==> src/rtl/complex_mult_scoreboard.sv <==
// Self-checking scoreboard for a complex multiplier: predicts a*c-b*d / a*d+b*c per accepted operand and checks results in order.
// Latency: counters, pending, flags and mismatch_pulse update on the handshake edge (visible the next cycle).
// Backpressure: none exerted; passively taps op/res handshakes, overflow drops the entry and sets a sticky flag.
//
// Ports:
//   clk, rst (async, active-high), sw_rst (sync clear)
//   op_val/op_ready/op_data   : operand tap, op_data = {a, b, c, d}
//   res_val/res_ready/res_data: result tap, res_data = {tag[3:0], re, im}
//   match_cnt, mismatch_cnt   : saturating 16-bit check counters
//   mismatch_pulse            : one-cycle pulse after a failing pop
//   pending                   : expected-FIFO occupancy
//   err_overflow, err_underflow: sticky protocol errors
module complex_mult_scoreboard #(
    parameter int DATA_WIDTH = 8,
    parameter int DEPTH      = 4,
    parameter int SIGNED     = 0
) (
    input  logic                           clk,
    input  logic                           rst,
    input  logic                           sw_rst,
    input  logic                           op_val,
    input  logic                           op_ready,
    input  logic [4*DATA_WIDTH-1:0]        op_data,
    input  logic                           res_val,
    input  logic                           res_ready,
    input  logic [4*DATA_WIDTH+3:0]        res_data,
    output logic [15:0]                    match_cnt,
    output logic [15:0]                    mismatch_cnt,
    output logic                           mismatch_pulse,
    output logic [$clog2(DEPTH):0]         pending,
    output logic                           err_overflow,
    output logic                           err_underflow
);

    localparam int DW = DATA_WIDTH;
    localparam int PW = 2 * DATA_WIDTH;
    localparam int AW = $clog2(DEPTH);
    localparam int EW = 2 * PW + 4;
    localparam logic [AW:0] FULL_CNT = (AW+1)'(DEPTH);

    // Expected-result storage; contents are don't-care after reset, so no reset here.
    logic [EW-1:0] mem_q [DEPTH];

    logic [AW-1:0] wr_ptr_q, wr_ptr_d;
    logic [AW-1:0] rd_ptr_q, rd_ptr_d;
    logic [AW:0]   count_q, count_d;
    logic [3:0]    tag_q, tag_d;
    logic [15:0]   match_cnt_q, match_cnt_d;
    logic [15:0]   mismatch_cnt_q, mismatch_cnt_d;
    logic          mismatch_pulse_q, mismatch_pulse_d;
    logic          err_overflow_q, err_overflow_d;
    logic          err_underflow_q, err_underflow_d;

    logic          push_hs, pop_hs, empty, full, do_push, do_pop, entry_match;
    logic [PW-1:0] a_x, b_x, c_x, d_x, exp_re, exp_im;
    logic [EW-1:0] push_entry, head_entry;

    function automatic logic [PW-1:0] extend(input logic [DW-1:0] x);
        // Sign- or zero-extension to product width; products are then taken modulo 2^PW,
        // which gives the same low bits as a full-precision multiply.
        if (SIGNED != 0) return {{DW{x[DW-1]}}, x};
        else             return {{DW{1'b0}}, x};
    endfunction

    always_comb begin
        a_x    = extend(op_data[4*DW-1:3*DW]);
        b_x    = extend(op_data[3*DW-1:2*DW]);
        c_x    = extend(op_data[2*DW-1:DW]);
        d_x    = extend(op_data[DW-1:0]);
        exp_re = (a_x * c_x) - (b_x * d_x);
        exp_im = (a_x * d_x) + (b_x * c_x);
        push_entry = {tag_q, exp_re, exp_im};
    end

    assign push_hs    = op_val && op_ready;
    assign pop_hs     = res_val && res_ready;
    assign empty      = (count_q == '0);
    assign full       = (count_q == FULL_CNT);
    assign head_entry = mem_q[rd_ptr_q];
    assign entry_match = (head_entry == res_data);

    // A pop on an empty FIFO is an underflow and never frees a slot,
    // so a push into a full FIFO only proceeds alongside a real pop.
    assign do_pop  = pop_hs && !empty;
    assign do_push = push_hs && (!full || do_pop);

    always_comb begin
        wr_ptr_d         = wr_ptr_q;
        rd_ptr_d         = rd_ptr_q;
        count_d          = count_q;
        tag_d            = tag_q;
        match_cnt_d      = match_cnt_q;
        mismatch_cnt_d   = mismatch_cnt_q;
        mismatch_pulse_d = 1'b0;
        err_overflow_d   = err_overflow_q;
        err_underflow_d  = err_underflow_q;

        if (sw_rst) begin
            wr_ptr_d        = '0;
            rd_ptr_d        = '0;
            count_d         = '0;
            tag_d           = '0;
            match_cnt_d     = '0;
            mismatch_cnt_d  = '0;
            err_overflow_d  = 1'b0;
            err_underflow_d = 1'b0;
        end else begin
            // Tag advances on every accepted operand, even a dropped one,
            // so the DUT-side sequence stays aligned with the operand stream.
            if (push_hs) tag_d = tag_q + 4'd1;
            if (push_hs && full && !do_pop) err_overflow_d = 1'b1;
            if (pop_hs && empty) err_underflow_d = 1'b1;

            if (do_push) wr_ptr_d = wr_ptr_q + 1'b1;
            if (do_pop) begin
                rd_ptr_d = rd_ptr_q + 1'b1;
                if (entry_match) begin
                    if (match_cnt_q != 16'hFFFF) match_cnt_d = match_cnt_q + 16'd1;
                end else begin
                    if (mismatch_cnt_q != 16'hFFFF) mismatch_cnt_d = mismatch_cnt_q + 16'd1;
                    mismatch_pulse_d = 1'b1;
                end
            end

            case ({do_push, do_pop})
                2'b10:   count_d = count_q + 1'b1;
                2'b01:   count_d = count_q - 1'b1;
                default: count_d = count_q;
            endcase
        end
    end

    always_ff @(posedge clk or posedge rst) begin
        if (rst) begin
            wr_ptr_q         <= '0;
            rd_ptr_q         <= '0;
            count_q          <= '0;
            tag_q            <= '0;
            match_cnt_q      <= '0;
            mismatch_cnt_q   <= '0;
            mismatch_pulse_q <= 1'b0;
            err_overflow_q   <= 1'b0;
            err_underflow_q  <= 1'b0;
        end else begin
            wr_ptr_q         <= wr_ptr_d;
            rd_ptr_q         <= rd_ptr_d;
            count_q          <= count_d;
            tag_q            <= tag_d;
            match_cnt_q      <= match_cnt_d;
            mismatch_cnt_q   <= mismatch_cnt_d;
            mismatch_pulse_q <= mismatch_pulse_d;
            err_overflow_q   <= err_overflow_d;
            err_underflow_q  <= err_underflow_d;
        end
    end

    always_ff @(posedge clk) begin
        if (do_push && !sw_rst) mem_q[wr_ptr_q] <= push_entry;
    end

    assign match_cnt      = match_cnt_q;
    assign mismatch_cnt   = mismatch_cnt_q;
    assign mismatch_pulse = mismatch_pulse_q;
    assign pending        = count_q;
    assign err_overflow   = err_overflow_q;
    assign err_underflow  = err_underflow_q;

endmodule

==> config.mk <==
export PLATFORM = sky130hd
export DESIGN_NAME = complex_mult_scoreboard
export DESIGN_NICKNAME = d
export VERILOG_FILES = /design/src/rtl/complex_mult_scoreboard.sv
export SDC_FILE = /design/constraint.sdc
export NUM_CORES = 1
export LEC_CHECK = 0
export BUFFER_PORTS_ARGS = -buffer_cell sky130_fd_sc_hd__buf_2
export CORE_MARGIN = 8
export CORE_UTILIZATION = 40
export CTS_CLUSTER_SIZE = 16
export DETAILED_ROUTE_END_ITERATION = 10
export HOLD_SLACK_MARGIN = 0.05
export PLACE_DENSITY = 0.66
export SYNTH_ARGS = -nofsm -noshare
export SYNTH_HDL_FRONTEND = slang
export SYNTH_SLANG_ARGS = --single-unit
export TNS_END_PERCENT = 30
==> constraint.sdc <==
create_clock -name clk -period 2.52 [get_ports clk]
set_input_delay 0.63 -clock clk [delete_from_list [all_inputs] [get_ports clk]]
set_output_delay 0.63 -clock clk [all_outputs]
set_load 0.005 [all_outputs]
==> reports/results.ini, run 1 <==
[sta]
grt_setup_unrepaired = yes
layout_setup_ws_ps = -2770
setup_tns_ps = -249040
slew_headroom = 0.522
hold_viol = 0
tightest_slew_ps = 716
finalCritPeriodShare = 2.10
finalSetupViolCount = 145
layout_min_cycle_time_ps = 5290
max_freq_ghz = 0.189
fin_skew_ps = 10.0
slew_violations = 0

[grt]
grt_pass1_wl_um = 65500
grt_pass1_vias = 12620
antenna_found_initial = 1
grt_usage = 0.164
overflow = 0
grt_max_degree = 50

[placed_design]
dp.cells = 2312
hpwl_um = 31300
gp_congestion = 0.864
portBuffers = 112

[detailed_routing]
antenna_left = 0
wl_met1_um = 18200
wl_met2_um = 20800
drt_first_pass_iters = 5
via_per_inst = 4.93
drcViolationCount = 0
routed_wl_um = 41100
routed.top_layer = met4
vias = 11731
avgRoutedWirePerCell_um = 17.3
wl_met3_um = 1580
drtIter0Drc = 560

[setup_path]
worst-setup-path-type = primary input to register
cpPeakStageDelay_ps = 560
required_ps = 2810
path_cells = buf_8 -> and2_4 -> fa_1 -> inv_2 -> fa_1 -> inv_2 -> fa_1 -> fa_1 -> fa_1 -> inv_1 -> fa_1 -> inv_2 -> ha_4 -> or3_4 -> o211ai_1 -> a31oi_1 -> or4_1 -> nand3_2
crit_top_cell = fa_1
start_kind = primary input
reg2reg_slack_ps = -510
crit_path_max_fanout = 4
crit_arrival_ps = 5580
cp_slowest_cell = fa_1
worstSetupEndpointType = register

[layout]
final_common_cell = inv_1
final_cells = 2379
layout_common_cells = 254 x inv_1, 186 x fa_1, 148 x buf_4, 144 x edfxtp_1, 123 x nand2_1
layout-drive-gt1-share = 0.332
layout.nets = 2229
area_delta_synth_final_pct = 30.4

[synth]
synth_ff_type = edfxtp_1
synth_seq_cells = 190
ys_warn_count = 0
postSynthCellCount = 1539
synth_cell_types = 44
synth-seq-area-share = 0.323
syn-cell-area_mm2 = 0.0170
ys_async_sr_fraction = 0.242
synth-edff-count = 144
synthesis.nets = 1942
syn-mean-instance-area_um2 = 11.0

[clock_network]
hold_buffers = 0
clk_root_buffer_cell = clkbuf_16
clkTransAtPathRegs_ps = 70
clkLatencyLatePin_ps = 430
cts_sinks = 190
cts_max_level = 4
cts_tree = yes
numCtsBuffers = 17
cts.path.max_buffers = 2

[floorplan]
die_h_um = 222
core_mm2 = 0.0419
ios = 113
dieWidth_um = 222
placementRows = 75
start_util = 0.405
die_area_mm2 = 0.0493

[run_status]
status = finished with violations
violations = setup timing

[hold_path]
hp-class = primary input to async pin

[job]
maxCapViolations = 0

==> worst max-delay path: cells and delay by family <==
family / cells / cell delay [ps]
and+or+nand+nor: 4 / 1090
adders and majority gates: 7 / 3150
AOI/OAI and AO/OA: 2 / 390
buffers and inverters: 5 / 290
==> per-layer routing <==
layer / vias to the layer above / GRT usage
met3: 34 / 0.0224
li1: 5535 / -
met4: 0 / 0.0329
met2: 230 / 0.282
met1: 5932 / 0.222
met5: - / 0
==> sequential cells by signal (all words and copies together) (netlist names) <==
name / flops
mem_q: 144
err_underflow: 1
wr_ptr_q: 2
match_cnt: 16
rd_ptr_q: 2
err_overflow: 1
mismatch_pulse: 1
pending: 3
tag_q: 4
mismatch_cnt: 16
==> through the flow <==
stage	utilization	worst slack (ps)	hold WS, ps	instance area (um2)
global placement	0.474	-3190	475	19900
floorplan	-	-3000	486	17600
detailed placement	0.474	-3310	519	19900
CTS	0.512	-2760	318	21500
finish	0.527	-2770	308	22100
global route	0.527	-2900	359	22100
==> repair_timing <==
action,CTS,global route
buffers inserted,19,19
cloned,1,1
endpoints found under the setup margin,149,149
resized for setup,195,118
pin swaps,72,52
==> final cells by class <==
type / count / area [um2]
Multi-Input combinational cell: 1005 / 11400
Clock inverter: 14 / 120
Fill cell: 3592 / 19800
Timing Repair Buffer: 323 / 2910
Tap cell: 539 / 674
Antenna cell: 1 / 2.50
Inverter: 289 / 1090
Clock buffer: 18 / 429
Sequential cell: 190 / 5480
==> worst paths after layout <==
kind,cells past startpoint,from,end
max in group asynchronous,3,rst,match_cnt[3]
worst max register to register,10,rd_ptr_q[0],match_cnt[12]
worst max-delay path,18,op_data[10],mem_q[3][15]
worst min register to register,2,err_underflow,err_underflow
min in group clk,3,res_ready,err_underflow
worst min-delay path,2,rst,match_cnt[10]
==> synthesized netlist by cell type (6+ instances only) <==
cell	number	share of area
inv_1	289	0.064
fa_1	195	0.23
and2_1	150	0.055
edfxtp_1	144	0.25
nand2_1	141	0.031
ha_1	133	0.098
xnor2_1	62	0.032
nor2_1	51	0.011
dfrtp_1	46	0.068
clkbuf_1	44	0.0097
mux4_2	36	0.048
a21oi_1	29	0.0086
nand3_1	25	0.0074
nor2b_1	23	0.0085
mux2_2	19	0.013
nand4_1	19	0.0070
nor3_1	16	0.0047
and3_1	15	0.0055
xor2_1	13	0.0067
o31ai_1	9	0.0040
or4_1	9	0.0040
a21o_1	7	0.0031
o21ai_0	7	0.0021
nor4_1	6	0.0022
==> kinds of logic after synthesis <==
family / Yosys count / share of synthesized area
adders and majority gates: 328 / 0.328
AOI/OAI and AO/OA: 70 / 0.0257
buffers and inverters: 344 / 0.0773
xor gates and xnor gates: 75 / 0.0387
muxes: 58 / 0.0621
DFF: 190 / 0.323
and+or+nand+nor: 474 / 0.146
Power of run 1 is not shown: default switching activity piles up to over one toggle a cycle in this logic, so the estimate is an artifact.
==> run 2, diff against run 1 <==
--- a/config.mk
+++ b/config.mk
@@ -5,6 +5,7 @@
 export SDC_FILE = /design/constraint.sdc
 export NUM_CORES = 1
 export LEC_CHECK = 0
+export ABC_AREA = 1
 export BUFFER_PORTS_ARGS = -buffer_cell sky130_fd_sc_hd__buf_2
 export CORE_MARGIN = 8
 export CORE_UTILIZATION = 40
==> run 2 against run 1 <==
Compared with the run above: the flow still finishes with violations (setup timing); synthesized cell count rose by 39%; cell area rose by 4.4%; non-clock buffer count fell by 18; flip-flop and latch count did not move; worst hold slack got worse by 21 ps; worst setup slack improved by 330 ps; clock skew rose by 2.4 ps; wire length rose by 14%; clock-buffer cell count did not move; first-iteration DRC count rose by 53%; critical path type unchanged; critical endpoint is now mem_q[0][28]; largest cell class unchanged.
==> reports/results.ini, run 2 <==
[layout]
layout_common_cells = 559 x nand2_1, 463 x inv_1, 181 x fa_1, 144 x edfxtp_1, 142 x nand3_1
fin_area_mm2 = 0.0231  ; +4.4%
area_delta_synth_final_pct = 28.2
layout-drive-gt1-share = 0.236  ; -0.0961
num-fill-cells = 3937  ; +9.6%
largest_register = mem_q
layout.nets = 2767  ; +24%
final_common_cell = nand2_1
largest_register_ffs = 144  ; unchanged

[clock_network]
clk_root_buffer_cell = clkbuf_16
cts_tree = yes
cts_sinks = 190  ; unchanged
numCtsBuffers = 17  ; unchanged
clkLatencyLatePin_ps = 440  ; about the same
clkTransAtPathRegs_ps = 70  ; about the same
cts.path.max_buffers = 2  ; unchanged
cts_max_level = 4  ; unchanged

[setup_path]
worstSetupEndpointType = register
crit_path_max_fanout = 8  ; +4
start_kind = primary input
setup.worst_path.start = op_data[4]
rr_startpoint = rd_ptr_q[0]
cp_num_buf_inv = 7  ; +2
cpPeakStageDelay_ps = 560  ; about the same
required_ps = 2710  ; -100 ps
cp_slowest_cell = fa_1
worst-setup-path-type = primary input to register
crit_arrival_ps = 5150  ; -430 ps
critical-path-top-delay-family = adder cells
path_cells = buf_12 -> buf_12 -> buf_12 -> nand2_4 -> fa_2 -> inv_2 -> fa_1 -> ha_1 -> inv_2 -> fa_1 -> inv_2 -> fa_1 -> inv_2 -> fa_1 -> ha_4 -> a21o_1 -> a31oi_2 -> o21bai_1 -> a21oi_2 -> o21ai_2 -> nand2_1 -> nand2_1 -> nand2_1 -> nand2_2

[grt]
antenna_found_initial = 2  ; +1
grt_max_degree = 37  ; -26%
overflow = 0  ; unchanged
grt_pass1_wl_um = 75100  ; +15%
grt_pass1_vias = 14668  ; +16%
grt_usage = 0.176  ; +0.0118

[detailed_routing]
antenna_left = 0  ; unchanged
avgRoutedWirePerCell_um = 15.7  ; -8.9%
vias = 14370  ; +22%
drt_first_pass_iters = 5  ; unchanged
via_per_inst = 4.84  ; -1.9%
routed_wl_um = 46800  ; +14%
drcViolationCount = 0  ; unchanged
drtIter0Drc = 858  ; +53%

[synth]
synth_ff_type = edfxtp_1
synth-edff-count = 144  ; unchanged
synth_top_area_share = 0.240  ; -0.0148
syn-cell-area_mm2 = 0.0180  ; +6.2%
synthesis.nets = 2544  ; +31%
synthTopCellsByArea = edfxtp_1 24%, fa_1 22%, nand2_1 13%
ys_warn_count = 0  ; unchanged
syn-mean-instance-area_um2 = 8.42  ; -24%
synth_cell_types = 36  ; -18%
synth-seq-area-share = 0.304  ; -0.0188
yosysMostFrequentCell = nand2_1
ys_async_sr_fraction = 0.242  ; unchanged
yosysTopAreaCell = edfxtp_1
postSynthCellCount = 2141  ; +39%
synth_seq_cells = 190  ; unchanged
synthTopCellsByCount = 603 x nand2_1, 511 x inv_1, 195 x fa_1

[sta]
tightest_slew_ps = 685  ; -30.7 ps
finalCritPeriodShare = 1.97  ; -0.131
layout_min_cycle_time_ps = 4960  ; -330 ps
finalSetupViolCount = 112  ; -23%
whs_ps = 287  ; -20.9 ps
slew_violations = 0  ; unchanged
layout_setup_ws_ps = -2440  ; +330 ps
fin_skew_ps = 12.4  ; +2.40 ps
slew_headroom = 0.543  ; +0.0205
grt_setup_unrepaired = yes
max_freq_ghz = 0.202  ; +6.7%
hold_viol = 0  ; unchanged

[job]
maxCapViolations = 0  ; unchanged

[placed_design]
portBuffers = 112  ; unchanged
hpwl_um = 35000  ; +12%
post_dp_cell_area_mm2 = 0.0206  ; +3.7%
gp_congestion = 0.903  ; +4.5%

[run_status]
status = finished with violations
violations = setup timing

[floorplan]
die_h_um = 228  ; +2.8%
die_area_mm2 = 0.0521  ; +5.7%
dieWidth_um = 228  ; +2.8%
core_mm2 = 0.0443  ; +5.7%
ios = 113  ; unchanged
start_util = 0.407  ; +0.00204
placementRows = 77  ; +2.7%

[hold_path]
hp-class = primary input to async pin

==> run 2: cell types whose count changed after synthesis, moves of 23 or more <==
cell | before | now
xor2_1 | 13 | 42
nor2b_1 | 23 | 0
nand3_1 | 25 | 146
nand4_1 | 19 | 42
nand2_1 | 141 | 603
and2_1 | 150 | 0
inv_1 | 289 | 511
mux4_2 | 36 | 0
clkbuf_1 | 44 | 73
xnor2_1 | 62 | 15
==> run 2: path summary, 6_finish.rpt <==
check / to / slack, ps / cells past startpoint
min: match_cnt[11] / 290 / 2
min in group clk: err_underflow / 530 / 1
max in group asynchronous: match_cnt[14] / 1540 / 3
max: mem_q[0][28] / -2440 / 24
max reg2reg: match_cnt[0] / 170 / 14
min reg2reg: err_underflow / 530 / 1
==> run 2: stage by stage <==
stage | std cells | utilization | TNS (ps) | worst slack (ps)
floorplan | 2141 | - | -348810 | -2840
global placement | 2910 | 0.465 | -297670 | -3040
detailed placement | 2910 | 0.465 | -306870 | -3120
CTS | 2965 | 0.511 | -221710 | -2370
global route | 2972 | 0.521 | -233320 | -2560
finish | 2972 | 0.521 | -221710 | -2440
==> run 2: cells by family (layout without fill, tap and decap cells) <==
group                    count (synthesis)  count (layout)  share of synthesized area
AND/OR/NAND/NOR                        884             884                      0.205
buffers and inverters                  616             852                      0.134
adder cells (fa/ha/maj)                328             328                      0.309
flip-flops                             190             190                      0.304
AO/OA/AOI/OAI                           66              66                     0.0206
XOR/XNOR                                57              57                     0.0277
other                                    0               3                          0
==> run 2: layout make-up <==
| type | instances | area, um2 | area share |
|---|---|---|---|
| Sequential cell | 190 | 5480 | 0.237 |
| Inverter | 515 | 1930 | 0.0837 |
| Antenna cell | 3 | 7.51 | 0.000325 |
| Tap cell | 592 | 741 | 0.0321 |
| Timing Repair Buffer | 305 | 2840 | 0.123 |
| Clock inverter | 14 | 277 | 0.0120 |
| Multi-Input combinational cell | 1335 | 11400 | 0.493 |
| Clock buffer | 18 | 429 | 0.0186 |
==> run 2: per-layer routing <==
metal / vias to the layer above / global-route usage / share of wire
met3: 41 / 0.0237 / 0.054
met5: - / 0 / 0
li1: 6917 / - / -
met4: 0 / 0.0455 / 0.016
met2: 392 / 0.310 / 0.50
met1: 7020 / 0.226 / 0.43
==> run 2: timing repair <==
action | 4_1_cts | 5_1_grt
endpoints found under the setup margin | 116 | 145
pin swaps | 69 | 44
gates resized for setup | 269 | 78
gates cloned | 2 | 2
hold buffers | 0 | 0
setup buffers | 22 | 6
hold endpoints to repair | 0 | 0
Power of run 2 is left out for the same reason.
==> run 3, diff against run 2 <==
--- a/config.mk
+++ b/config.mk
@@ -8,11 +8,11 @@
 export ABC_AREA = 1
 export BUFFER_PORTS_ARGS = -buffer_cell sky130_fd_sc_hd__buf_2
 export CORE_MARGIN = 8
-export CORE_UTILIZATION = 40
+export CORE_UTILIZATION = 57
 export CTS_CLUSTER_SIZE = 16
 export DETAILED_ROUTE_END_ITERATION = 10
 export HOLD_SLACK_MARGIN = 0.05
-export PLACE_DENSITY = 0.66
+export PLACE_DENSITY = 0.86
 export SYNTH_ARGS = -nofsm -noshare
 export SYNTH_HDL_FRONTEND = slang
 export SYNTH_SLANG_ARGS = --single-unit
==> run 3 against run 2 <==
Compared with the run above: via count is 15% higher; cell area is 0.60% lower; non-clock buffer count grew 14; cell count is 6.0% lower; flip-flop and latch count did not move; critical path type unchanged; the run still ends with setup timing left; die area fell by 28%; register-to-register slack got worse by 160 ps; first-iteration DRC count is 140% higher; worst setup slack got worse by 290 ps; maximum frequency shrank 5.6%; utilization is 21 points higher.
==> reports/results.ini, run 3 (synthesis results as in run 2) <==
[run_status]
status = finished with violations
violations = setup timing

[layout]
largest_register = mem_q
fin_util = 0.733  ; +0.212
final_common_cell = nand2_1
layout-drive-gt1-share = 0.249  ; +0.0133
layout.nets = 2781  ; +0.51%
largest_register_ffs = 144  ; unchanged
layout_common_cells = 551 x nand2_1, 455 x inv_1, 180 x fa_1, 155 x buf_4, 144 x edfxtp_1
num-fill-cells = 1831  ; -53%
area_delta_synth_final_pct = 27.4

[sta]
finalSetupViolCount = 112  ; unchanged
fin_skew_ps = 16.1  ; +3.69 ps
slew_violations = 0  ; unchanged
grt_setup_unrepaired = yes
layout_setup_ws_ps = -2730  ; -295 ps
layout_min_cycle_time_ps = 5250  ; +295 ps
finalCritPeriodShare = 2.08  ; +0.117
hold_viol = 0  ; unchanged
tightest_slew_ps = 684  ; -0.481 ps
max_freq_ghz = 0.190  ; -5.6%
slew_headroom = 0.542  ; about the same

[detailed_routing]
drtIter0Drc = 2051  ; +140%
avgRoutedWirePerCell_um = 21.3  ; +36%
routed.top_layer = met4
routed_wl_um = 59600  ; +27%
drt_first_pass_iters = 6  ; +1
antenna_left = 0  ; unchanged
via_per_inst = 5.89  ; +22%
wl_met2_um = 28800  ; +23%
vias = 16465  ; +15%
wl_met1_um = 20000  ; about the same
wl_met3_um = 6190  ; +140%
drcViolationCount = 0  ; unchanged

[grt]
grt_pass1_wl_um = 85900  ; +15%
overflow = 0  ; unchanged
antenna_found_initial = 2  ; unchanged
grt_pass1_vias = 16708  ; +14%
grt_max_degree = 46  ; +24%
grt_usage = 0.285  ; +0.108

[clock_network]
clkTransAtPathRegs_ps = 80  ; about the same
cts.path.max_buffers = 2  ; unchanged
cts_tree = yes
hold_buffers = 0  ; unchanged
numCtsBuffers = 17  ; unchanged
clkLatencyLatePin_ps = 450  ; about the same
cts_max_level = 4  ; unchanged
clk_root_buffer_cell = clkbuf_16
cts_sinks = 190  ; unchanged

[floorplan]
dieWidth_um = 194  ; -15%
ios = 113  ; unchanged
placementRows = 65  ; -16%
die_h_um = 194  ; -15%
core_mm2 = 0.0313  ; -29%
die_area_mm2 = 0.0376  ; -28%
start_util = 0.576  ; +0.169

[job]
maxCapViolations = 0  ; unchanged

[setup_path]
worstSetupEndpointType = register
reg2reg_slack_ps = 10  ; -160 ps
required_ps = 2790  ; +80 ps
worst-setup-path-type = primary input to register
crit_top_cell = fa_1
cpPeakStageDelay_ps = 590  ; +30 ps
path_cells = buf_12 -> buf_6 -> buf_12 -> nand2_1 -> fa_2 -> inv_2 -> fa_1 -> inv_1 -> fa_1 -> inv_2 -> fa_1 -> fa_1 -> fa_1 -> ha_4 -> a21oi_4 -> o21ai_2 -> a21oi_2 -> o21ai_2 -> nand4_1 -> nand3_2 -> xor2_4
rr_startpoint = rd_ptr_q[0]
crit_path_max_fanout = 10  ; +2
ff2ff_path_depth = 14  ; unchanged
start_kind = primary input
crit_arrival_ps = 5520  ; +370 ps
r2r-end = match_cnt[9]
cp_slowest_cell = fa_1

[placed_design]
portBuffers = 112  ; unchanged
gp_congestion = 0.898  ; -0.55%
hpwl_um = 35700  ; +2.0%

[hold_path]
hp-class = primary input to async pin

## run 3: changes by cell type in the layout (fill, tap and decap cells not counted), moves of 5 or more
cell,delta
nand2_4,+5
inv_8,+6
inv_2,+8
inv_1,-8
bufinv_16,-7
nand2_1,-8
buf_12,-6
buf_4,+18
## run 3: critical path: cells and delay by family
family	cells	cell delay (ps)
AO/OA/AOI/OAI	4	580
XOR/XNOR	1	240
adder cells (fa/ha/maj)	7	3190
AND/OR/NAND/NOR	3	350
buffers and inverters	6	510
## run 3: through the flow
stage	setup WS, ps	instance area, um2	cells	hold WS (ps)	TNS, ps
floorplan	-2840	18800	2141	476	-348810
global placement	-3020	20400	2730	475	-296430
detailed placement	-3190	20400	2730	489	-310580
CTS	-2440	22300	2781	282	-226810
global route	-2830	23000	2795	324	-262250
finish	-2730	23000	2795	279	-249510
## run 3: repair_timing
action                                  CTS  global route
pin swaps                                55            72
buffers inserted                         19            16
endpoints found under the setup margin  117           149
cloned                                    4             2
resized for setup                       245           135
## run 3: layout make-up
class / count / area [um2] / share of cell area
Clock buffer: 17 / 425 / 0.0185
Inverter: 515 / 1940 / 0.0843
Clock inverter: 15 / 171 / 0.00747
Sequential cell: 190 / 5480 / 0.239
Tap cell: 402 / 503 / 0.0219
Multi-Input combinational cell: 1335 / 11500 / 0.501
Antenna cell: 2 / 5.00 / 0.000218
Timing Repair Buffer: 319 / 2930 / 0.128
## run 3: routing by layer
metal  vias to the layer above  GRT usage
met1                      7770      0.332
met2                      1348      0.494
met4                         0      0.164
li1                       6964          -
met3                       383     0.0448
met5                         -          0
## run 3: how the worst max path moves through the flow
stage                     start            to  slack, ps  depth (start not counted)
floorplan           op_data[10]  mem_q[0][15]      -2840                         22
global placement    op_data[28]  mem_q[0][26]      -3020                         21
detailed placement  op_data[28]  mem_q[2][28]      -3190                         20
CTS                  op_data[3]  mem_q[3][12]      -2440                         23
global route        op_data[28]  mem_q[1][15]      -2830                         18
finish              op_data[11]  mem_q[1][15]      -2730                         21
Power of run 3 is left out for the same reason.
